File: config.mk
export PLATFORM = sky130hd
export DESIGN_NAME = e_mdu_iter
export DESIGN_NICKNAME = d
export VERILOG_FILES = /design/src/rtl/e_mdu_iter.sv
export SDC_FILE = /design/constraint.sdc
export NUM_CORES = 2
export LEC_CHECK = 0
export CAP_MARGIN = 0
export CELL_PAD_IN_SITES_DETAIL_PLACEMENT = 1
export CELL_PAD_IN_SITES_GLOBAL_PLACEMENT = 1
export CORE_MARGIN = 3
export CORE_UTILIZATION = 51
export DETAILED_ROUTE_END_ITERATION = 8
export PLACE_DENSITY_LB_ADDON = 0.08
export SLEW_MARGIN = 20
export SYNTH_ARGS = -nofsm -noshare
export SYNTH_HDL_FRONTEND = slang
export SYNTH_SLANG_ARGS = --single-unit
File: constraint.sdc
create_clock -name clk -period 11.1 [get_ports clk]
set_input_delay 1.665 -clock clk [delete_from_list [all_inputs] [get_ports clk]]
set_output_delay 1.665 -clock clk [all_outputs]
set_load 0.05 [all_outputs]
File: src/rtl/e_mdu_iter.sv
// -----------------------------------------------------------------------------
// e_mdu_iter -- iterative multiply/divide unit with HI/LO result registers for
// the execute stage.
//
// A multiply-class op keeps the unit busy for MUL_LAT cycles. The full
// 2*WIDTH-bit product is written to {HI,LO} at the final edge. A divide keeps
// it busy for WIDTH+1 cycles: WIDTH restoring shift/subtract steps on operand
// magnitudes, followed by one sign-fix cycle that writes LO=quotient and
// HI=remainder. mthi/mtlo write HI/LO directly while idle.
//
// Optional feature macro: MDU_MACC_EN
//   defined   -> madd/maddu/msub/msubu accumulate into {HI,LO}
//   undefined -> those codes decode as "none" and no accumulate adder exists
//
// Parameters: WIDTH   operand and HI/LO width (>= 8)
//             MUL_LAT busy cycles for a multiply-class op (>= 1)
// Ports:
//   clk      in   rising-edge clock
//   reset_n  in   asynchronous active-low reset
//   a        in   rs operand / dividend / mthi-mtlo data
//   b        in   rt operand / divisor
//   md_type  in   operation code
//   cancel   in   flush: aborts the in-flight op, blocks acceptance this cycle
//   hi, lo   out  HI/LO registers
//   start    out  idle && compute op && !cancel (combinational)
//   busy     out  an op is in flight (from registered state)
//   done     out  one-cycle pulse after HI/LO were written by a compute op
// -----------------------------------------------------------------------------
module e_mdu_iter #(
  parameter int WIDTH   = 32,
  parameter int MUL_LAT = 5
) (
  input  logic             clk,
  input  logic             reset_n,
  input  logic [WIDTH-1:0] a,
  input  logic [WIDTH-1:0] b,
  input  logic [3:0]       md_type,
  input  logic             cancel,
  output logic [WIDTH-1:0] hi,
  output logic [WIDTH-1:0] lo,
  output logic             start,
  output logic             busy,
  output logic             done
);

  localparam logic [3:0] OP_DIV   = 4'd1;
  localparam logic [3:0] OP_DIVU  = 4'd2;
  localparam logic [3:0] OP_MULT  = 4'd3;
  localparam logic [3:0] OP_MULTU = 4'd4;
  localparam logic [3:0] OP_MTHI  = 4'd7;
  localparam logic [3:0] OP_MTLO  = 4'd8;
`ifdef MDU_MACC_EN
  localparam logic [3:0] OP_MSUB  = 4'd9;
  localparam logic [3:0] OP_MADD  = 4'd10;
  localparam logic [3:0] OP_MADDU = 4'd11;
  localparam logic [3:0] OP_MSUBU = 4'd12;
`endif

  localparam int            MAX_N = (MUL_LAT > WIDTH + 1) ? MUL_LAT : WIDTH + 1;
  localparam int            CW    = $clog2(MAX_N + 1);
  localparam logic [CW-1:0] MUL_N = CW'(MUL_LAT);
  localparam logic [CW-1:0] DIV_N = CW'(WIDTH + 1);
  localparam logic [CW-1:0] LAST  = CW'(1);

  typedef enum logic [1:0] {S_IDLE, S_MUL, S_DIV} state_t;

  state_t           r_state, w_state_next;
  logic [CW-1:0]    r_cnt;
  logic [WIDTH-1:0] r_a, r_b, r_hi, r_lo;
  logic [WIDTH-1:0] r_rem, r_quo;   // partial remainder / dividend-out quotient-in
  logic [3:0]       r_op;
  logic             r_done;

  logic             w_is_mul, w_is_div, w_idle;
  logic             w_a_neg_in, w_a_neg, w_b_neg, w_mul_signed;
  logic [WIDTH-1:0] w_a_mag_in, w_b_mag, w_q_fix, w_r_fix, w_div_hi, w_div_lo;
  logic [WIDTH:0]   w_sh, w_diff;
  logic [2*WIDTH-1:0] w_ext_a, w_ext_b, w_prod, w_mul_res;

  // ---------------- decode ----------------
  always_comb begin
    w_is_mul = (md_type == OP_MULT) || (md_type == OP_MULTU);
`ifdef MDU_MACC_EN
    w_is_mul = w_is_mul || (md_type == OP_MSUB) || (md_type == OP_MADD) ||
               (md_type == OP_MADDU) || (md_type == OP_MSUBU);
`endif
    w_is_div = (md_type == OP_DIV) || (md_type == OP_DIVU);
  end

  assign w_idle = (r_state == S_IDLE);
  assign start  = w_idle && (w_is_mul || w_is_div) && !cancel;
  assign busy   = !w_idle;
  assign done   = r_done;
  assign hi     = r_hi;
  assign lo     = r_lo;

  // ---------------- multiply ----------------
  always_comb begin
    w_mul_signed = (r_op == OP_MULT);
`ifdef MDU_MACC_EN
    w_mul_signed = w_mul_signed || (r_op == OP_MADD) || (r_op == OP_MSUB);
`endif
  end

  // Extending to 2*WIDTH and multiplying modulo 2^(2*WIDTH) gives the exact
  // signed or unsigned product.
  assign w_ext_a = w_mul_signed ? {{WIDTH{r_a[WIDTH-1]}}, r_a} : {{WIDTH{1'b0}}, r_a};
  assign w_ext_b = w_mul_signed ? {{WIDTH{r_b[WIDTH-1]}}, r_b} : {{WIDTH{1'b0}}, r_b};
  assign w_prod  = w_ext_a * w_ext_b;

  always_comb begin
    w_mul_res = w_prod;
`ifdef MDU_MACC_EN
    if ((r_op == OP_MADD) || (r_op == OP_MADDU))
      w_mul_res = {r_hi, r_lo} + w_prod;
    else if ((r_op == OP_MSUB) || (r_op == OP_MSUBU))
      w_mul_res = {r_hi, r_lo} - w_prod;
`endif
  end

  // ---------------- divide ----------------
  assign w_a_neg_in = (md_type == OP_DIV) && a[WIDTH-1];
  assign w_a_mag_in = w_a_neg_in ? -a : a;
  assign w_a_neg    = (r_op == OP_DIV) && r_a[WIDTH-1];
  assign w_b_neg    = (r_op == OP_DIV) && r_b[WIDTH-1];
  assign w_b_mag    = w_b_neg ? -r_b : r_b;

  // One restoring step: shift the next dividend bit into the remainder and
  // keep the difference only if it did not go negative.
  assign w_sh   = {r_rem, r_quo[WIDTH-1]};
  assign w_diff = w_sh - {1'b0, w_b_mag};

  // MIN / -1 needs no special case: |MIN| / 1 = 2^(WIDTH-1), whose negation
  // wraps back to MIN with a zero remainder.
  assign w_q_fix  = (w_a_neg ^ w_b_neg) ? -r_quo : r_quo;
  assign w_r_fix  = w_a_neg ? -r_rem : r_rem;
  assign w_div_lo = (r_b == '0) ? '1  : w_q_fix;
  assign w_div_hi = (r_b == '0) ? r_a : w_r_fix;

  // ---------------- FSM ----------------
  always_ff @(posedge clk or negedge reset_n) begin
    if (!reset_n) r_state <= S_IDLE;
    else          r_state <= w_state_next;
  end

  always_comb begin
    w_state_next = r_state;
    case (r_state)
      S_IDLE:  if (start) w_state_next = w_is_mul ? S_MUL : S_DIV;
      default: if (cancel || (r_cnt == LAST)) w_state_next = S_IDLE;
    endcase
  end

  // ---------------- datapath ----------------
  always_ff @(posedge clk or negedge reset_n) begin
    if (!reset_n) begin
      r_cnt  <= '0;
      r_a    <= '0;
      r_b    <= '0;
      r_op   <= '0;
      r_hi   <= '0;
      r_lo   <= '0;
      r_rem  <= '0;
      r_quo  <= '0;
      r_done <= 1'b0;
    end else begin
      r_done <= 1'b0;
      if (w_idle) begin
        if (start) begin
          r_a   <= a;
          r_b   <= b;
          r_op  <= md_type;
          r_cnt <= w_is_mul ? MUL_N : DIV_N;
          r_rem <= '0;
          r_quo <= w_a_mag_in;
        end else if (!cancel && (md_type == OP_MTHI)) begin
          r_hi <= a;
        end else if (!cancel && (md_type == OP_MTLO)) begin
          r_lo <= a;
        end
      end else if (cancel) begin
        r_cnt <= '0;
      end else begin
        r_cnt <= r_cnt - 1'b1;
        if (r_cnt == LAST) begin
          r_done <= 1'b1;
          if (r_state == S_MUL) begin
            {r_hi, r_lo} <= w_mul_res;
          end else begin
            r_hi <= w_div_hi;
            r_lo <= w_div_lo;
          end
        end else if (r_state == S_DIV) begin
          r_rem <= w_diff[WIDTH] ? w_sh[WIDTH-1:0] : w_diff[WIDTH-1:0];
          r_quo <= {r_quo[WIDTH-2:0], ~w_diff[WIDTH]};
        end
      end
    end
  end

endmodule

Word-level counts from Yosys, hierarchy flattened
Cells that the tools add are included.
Storage, ports and cells
  bits in registers: 205
  bits of input ports: 71
  output and inout port bits: 67
  logic and storage cells: 103
Operators by class
  $add $sub $neg: 6
  multiply operators: 1
  equality and inequality tests: 18
  mux-type cells: 43
  bitwise gates (word level): 2
  reductions and logical operators: 23
Operators with widths (count)
  32-bit 2-to-1 mux: 30
  64-bit 2-to-1 mux: 2
  32-bit negator: 4
  64-bit by 64-bit multiplier with 64-bit output: 1
  33-bit by 32-bit subtractor with 33-bit output: 1
  32-bit zero test: 1
  6-bit 2-to-1 mux: 4
  4-bit by 2-bit equality test with 1-bit output, second input constant: 3
  4-bit by 1-bit equality test with 1-bit output, second input constant: 2
  4-bit by 3-bit equality test with 1-bit output, second input constant: 2
  2-bit 2-to-1 mux: 4
  2-bit != test, second input constant: 4
  4-bit AND reduction: 2
  1-bit logical AND: 7
  6-bit by 1-bit equality test with 1-bit output, second input constant: 1
  2-bit by 1-bit != test with 1-bit output, second input constant: 3
  2-bit nonzero test: 3
  6-bit by 1-bit subtractor with 6-bit output, second input constant: 1
  5-bit AND reduction: 1
  4-bit equality test, second input constant: 1
  1-bit logical OR: 4
  2-bit AND reduction: 2
  1-bit 2-to-1 mux: 3
  2-bit by 1-bit equality test with 1-bit output, second input constant: 1
  other kinds (5): 6

Logic depth before layout (Yosys ltp)
  depth after elaboration: 9
  depth in mapped cells: 36
  depth with buffers taken out: 34

Least setup slack after synthesis
OpenSTA, ideal clock, no wires.
  path type: reg-to-reg
  from: register r_op[2]
  to: register r_hi[31] (netlist: hi[31])
  library setup time: 131 ps
  data arrival time: 9196 ps
  required time: 10969 ps
  path slack: 1773 ps
  stages on the path, launching flop included: 32
  path buffers: 3
  period minus slack after synthesis: 9327 ps
  path through: dfrtp_1 -> and4bb_2 -> and2_1 -> clkbuf_1 -> clkbuf_1 -> nand2_1 -> fa_1 -> inv_1 -> fa_1 -> fa_1 -> inv_1 -> fa_1 -> inv_1 -> fa_1 -> fa_1 -> fa_1 -> fa_1 -> fa_1 -> inv_1 -> fa_1 -> inv_1 -> ha_1 -> clkbuf_1 -> a21o_1 -> a21o_1 -> or3_1 -> a41o_1 -> o21a_1 -> a21bo_1 -> o21a_1 -> xnor2_1 -> a21oi_1
On the way
  cells in the longest elaborated chain, start to end: 8
  elaborated cells on any way between the ends: 12
  classes of those cells: mul (1); eq/ne (2); mux (8); reduce/logical (1)
Ends and longest elaborated chain
  start, declared: line 71  | logic [3:0] r_op;
  start signal, assigned: line 172  | r_op <= md_type;
  parallel branches: the longest is 4 deep, another holds 64-bit by 64-bit multiplier with 64-bit output
  32-bit 2-to-1 mux *: line 187  | if (r_state == S_MUL) begin
  32-bit 2-to-1 mux *: line 185  | if (r_cnt == LAST) begin
  32-bit 2-to-1 mux *: line 181  | end else if (cancel) begin
  32-bit 2-to-1 mux *: line 168  | if (w_idle) begin
  end signal, assigned: line 188  | {r_hi, r_lo} <= w_mul_res;
  end signal, assigned: line 190  | r_hi <= w_div_hi;
  end, declared: line 69  | logic [WIDTH-1:0] r_a, r_b, r_hi, r_lo;
Mark *: on every way between the ends. The select of a mux whose other input is x is not followed.
A chain may end at the register's enable or synchronous reset.

Final worst setup path
  from: register r_op[2]
  to: register r_hi[29] (netlist: hi[29])
Same word-level chain as after synthesis.

==> impl_metrics.csv <==
group,metric,value,unit
clock_network,cts_made_buffers,28,
worst_setup_path,path_buf_inv,7,
route,ant_nets,0,
synthesis,synth_cell_types,91,
layout,nNetsFinal,8602,
synthesis,synth_top_family_by_area,"adder cells",
die,chipWidth,352,um
die,fp.coreArea,119000,sq um
worst_setup_path,path_class,"reg -> reg",
worst_setup_path,arrival,10.80,ns
synthesis,synthArstFlopShare,1.00,
worst_setup_path,end_kind,"flip-flop",
global_route,grt_pass1_vias,54700,
layout,final_core_util,0.551,
global_route,use_met2,0.621,
worst_setup_path,required,11.61,ns
die,die_y,352,um
route,drt-total-wl,222,mm
global_route,antenna_found_initial,10,
layout,area_growth,6.68,%
sta,grt_setup_unrepaired,"no",
synthesis,synth_ff_type,"dfrtp_1",
route,first_pass_iters,5,
clock_network,cts-htree-levels,1,
global_route,grt_pass1_wl,340,mm
clock_network,cts_repair_resize_count,0,
layout,final_cells,8393,
worst_setup_path,path_depth,31,
sta,slew_violations,0,
clock_network,path_clk_slew,0.06,ns
placed_design,place_area,64400,sq um
worst_setup_path,reg2reg_depth,31,
synthesis,netlist_area,61200,sq um
placed_design,hpwl,186,mm
synthesis,syn-num-nets,8674,
synthesis,synth_xor_area_frac,0.0381,
synthesis,ys_ff_latch,205,
sta,setup_viol,0,
hold_path,whs_path_depth,2,
flow_run,cap_violations,0,
hold_path,hp-class,"reg -> reg",
route,drt-initial-drc-count,3246,
worst_setup_path,cp_slowest_cell,"fa_1",
layout,drive_gt1_frac,0.0374,
sta,finalHoldViolations,0,
placed_design,place.gp.congestion,0.928,
clock_network,cts_tree,"built",
synthesis,avgSynthCellArea,8.95,sq um
clock_network,insertion_delay,0.59,ns
route,viasPerCell,5.68,
die,io_pins,138,
placed_design,dp.cells,8335,
worst_setup_path,cp_max_fo,9,
clock_network,hold_buffers,0,
global_route,grt.overflow.total,0,
die,row_count,126,
sta,skew,0.0263,ns
sta,fmax,97.1,MHz
layout,final_area,65300,sq um
synthesis,synth-edff-count,0,
global_route,grt_use_met1,0.455,
global_route,busiest_layer,"met2",
synthesis,yosysWarningCount,0,
global_route,grt_max_degree,75,
worst_setup_path,critical_path.startpoint_type,"flip-flop",
synthesis,synth_fa_ha_area_frac,0.536,
clock_network,clock_tree.buffer_depth,3,
sta,worst_pin_slew,1.20,ns
clock_network,clock-sinks,205,
clock_network,postCtsSetupBuffers,0,
worst_setup_path,path_delay_family,"adder cells",
sta,fin_crit,10.29,ns
status,status,"finished, final reports clean",
synthesis,synth_compound_area_frac,0.0743,
global_route,grt_usage,0.365,
synthesis,synth_cells,6837,
synthesis,yosys-mux-area-fraction,0.00525,
global_route,met3_usage,0.0524,
die,dieArea,124000,sq um
route,drc_errors,0,
synthesis,seq_area_frac_synth,0.0838,
route,vias,47700,
sta,finalSetupTns,0,ns
route,wl_per_cell,26.5,um
die,start_util,0.516,
worst_setup_path,slowest_delay,0.94,ns
sta,period_share,0.927,
worst_setup_path,path_common_cell,"fa_1",
clock_network,clock-root-buffer,"clkbuf_16",
placed_design,portBuffers,137,
sta,relSlewSlack,0.200,
synthesis,yosys.area_share.simple,0.144,
-- cells in the mapped netlist, types with 17 or more instances --
master / count / area [sq um]
inv_1: 1533 / 5750
fa_1: 1420 / 28400
nand2_1: 1104 / 4140
and2_1: 406 / 2540
ha_1: 346 / 4330
clkbuf_1: 343 / 1290
dfrtp_1: 205 / 5130
a21oi_1: 199 / 996
nor2_1: 182 / 683
xnor2_1: 156 / 1370
o21ai_0: 131 / 656
xor2_1: 110 / 963
o21ai_1: 98 / 490
a21o_1: 56 / 420
and3_1: 37 / 231
nor3_1: 37 / 185
buf_1: 34 / 128
nand3_1: 34 / 170
mux2i_1: 31 / 310
o31ai_1: 24 / 180
a31oi_1: 21 / 131
o21bai_1: 20 / 150
o211ai_1: 18 / 135
nor2b_1: 17 / 106
o22ai_1: 17 / 106
or3_1: 17 / 106
-- final cells by class --
| type | instances | area, sq um |
|---|---|---|
| Clock inverter | 8 | 80.1 |
| Fill cell | 13700 | 53300 |
| Timing Repair Buffer | 287 | 2620 |
| Sequential cell | 205 | 5140 |
| Multi-Input combinational cell | 4707 | 48800 |
| Antenna cell | 8 | 20.0 |
| Tap cell | 1600 | 2000 |
| Clock buffer | 42 | 825 |
| Inverter | 1536 | 5770 |
-- routing by layer --
layer,up-vias,wire length (um)
met4,8,13900
met2,1513,109000
met3,535,12700
li1,20200,-
met1,25500,86000
met5,-,46
-- worst min-delay path: cells and delay by family, from the launching register on --
| family | cells | cell delay [ns] |
|---|---|---|
| AO/OA/AOI/OAI | 1 | 0.06 |
| flip-flops | 1 | 0.34 |
| AND/OR/NAND/NOR | 1 | 0.05 |
-- registers in the layout, summed over array words and instances, names as in the netlist --
register  cells
r_rem        32
r_b          32
r_op          4
done          1
lo           32
r_quo        32
hi           32
r_cnt         6
r_state       2
r_a          32
-- cell usage in the layout, fill, tap and decap left out, drive strengths merged, types with 17 or more instances in the layout --
master,netlist,routed
o211ai,18,18
clkbuf,343,42
nor2b,17,17
a21oi,201,201
o21ai,230,230
o21bai,20,20
nor4,20,20
xor2,110,110
or3,17,17
clkdlybuf4s50,0,136
mux2i,31,31
ha,346,346
o31ai,25,25
buf,46,151
a211oi,17,17
a21o,56,56
and3,37,37
nor2,182,182
nand3,34,34
and2,409,409
nor3,40,40
a31oi,22,22
nand2,1105,1105
fa,1420,1420
xnor2,156,156
dfrtp,205,205
inv,1535,1538
o22ai,17,17
-- stage by stage --
stage,worst slack [ns],hold slack (ns)
global route,0.265,0.516
global placement,1.18,0.463
detailed placement,0.921,0.475
floorplan,1.77,0.452
CTS,0.884,0.494
finish,0.806,0.486
-- cells by family (layout without fill, tap and decap cells) --
family | count (synthesis) | count (layout)
simple gates | 1918 | 1918
mux | 32 | 32
other cells | 0 | 8
buf+inv | 1925 | 1873
flops | 205 | 205
compound gates | 721 | 721
xor+xnor | 266 | 266
fa+ha+maj | 1770 | 1770
-- worst paths after layout --
kind,startpoint,slack [ns],endpoint
setup reg to reg,r_op[2],0.81,hi[29]
min in group asynchronous,reset_n,1.05,r_rem[4]
max in group asynchronous,reset_n,8.40,r_b[19]
hold reg to reg,lo[10],0.49,lo[10]
setup / recovery,r_op[2],0.81,hi[29]
hold / removal,lo[10],0.49,lo[10]
Power is not shown: default switching activity piles up to over one toggle a cycle in this logic, so the estimate is an artifact.
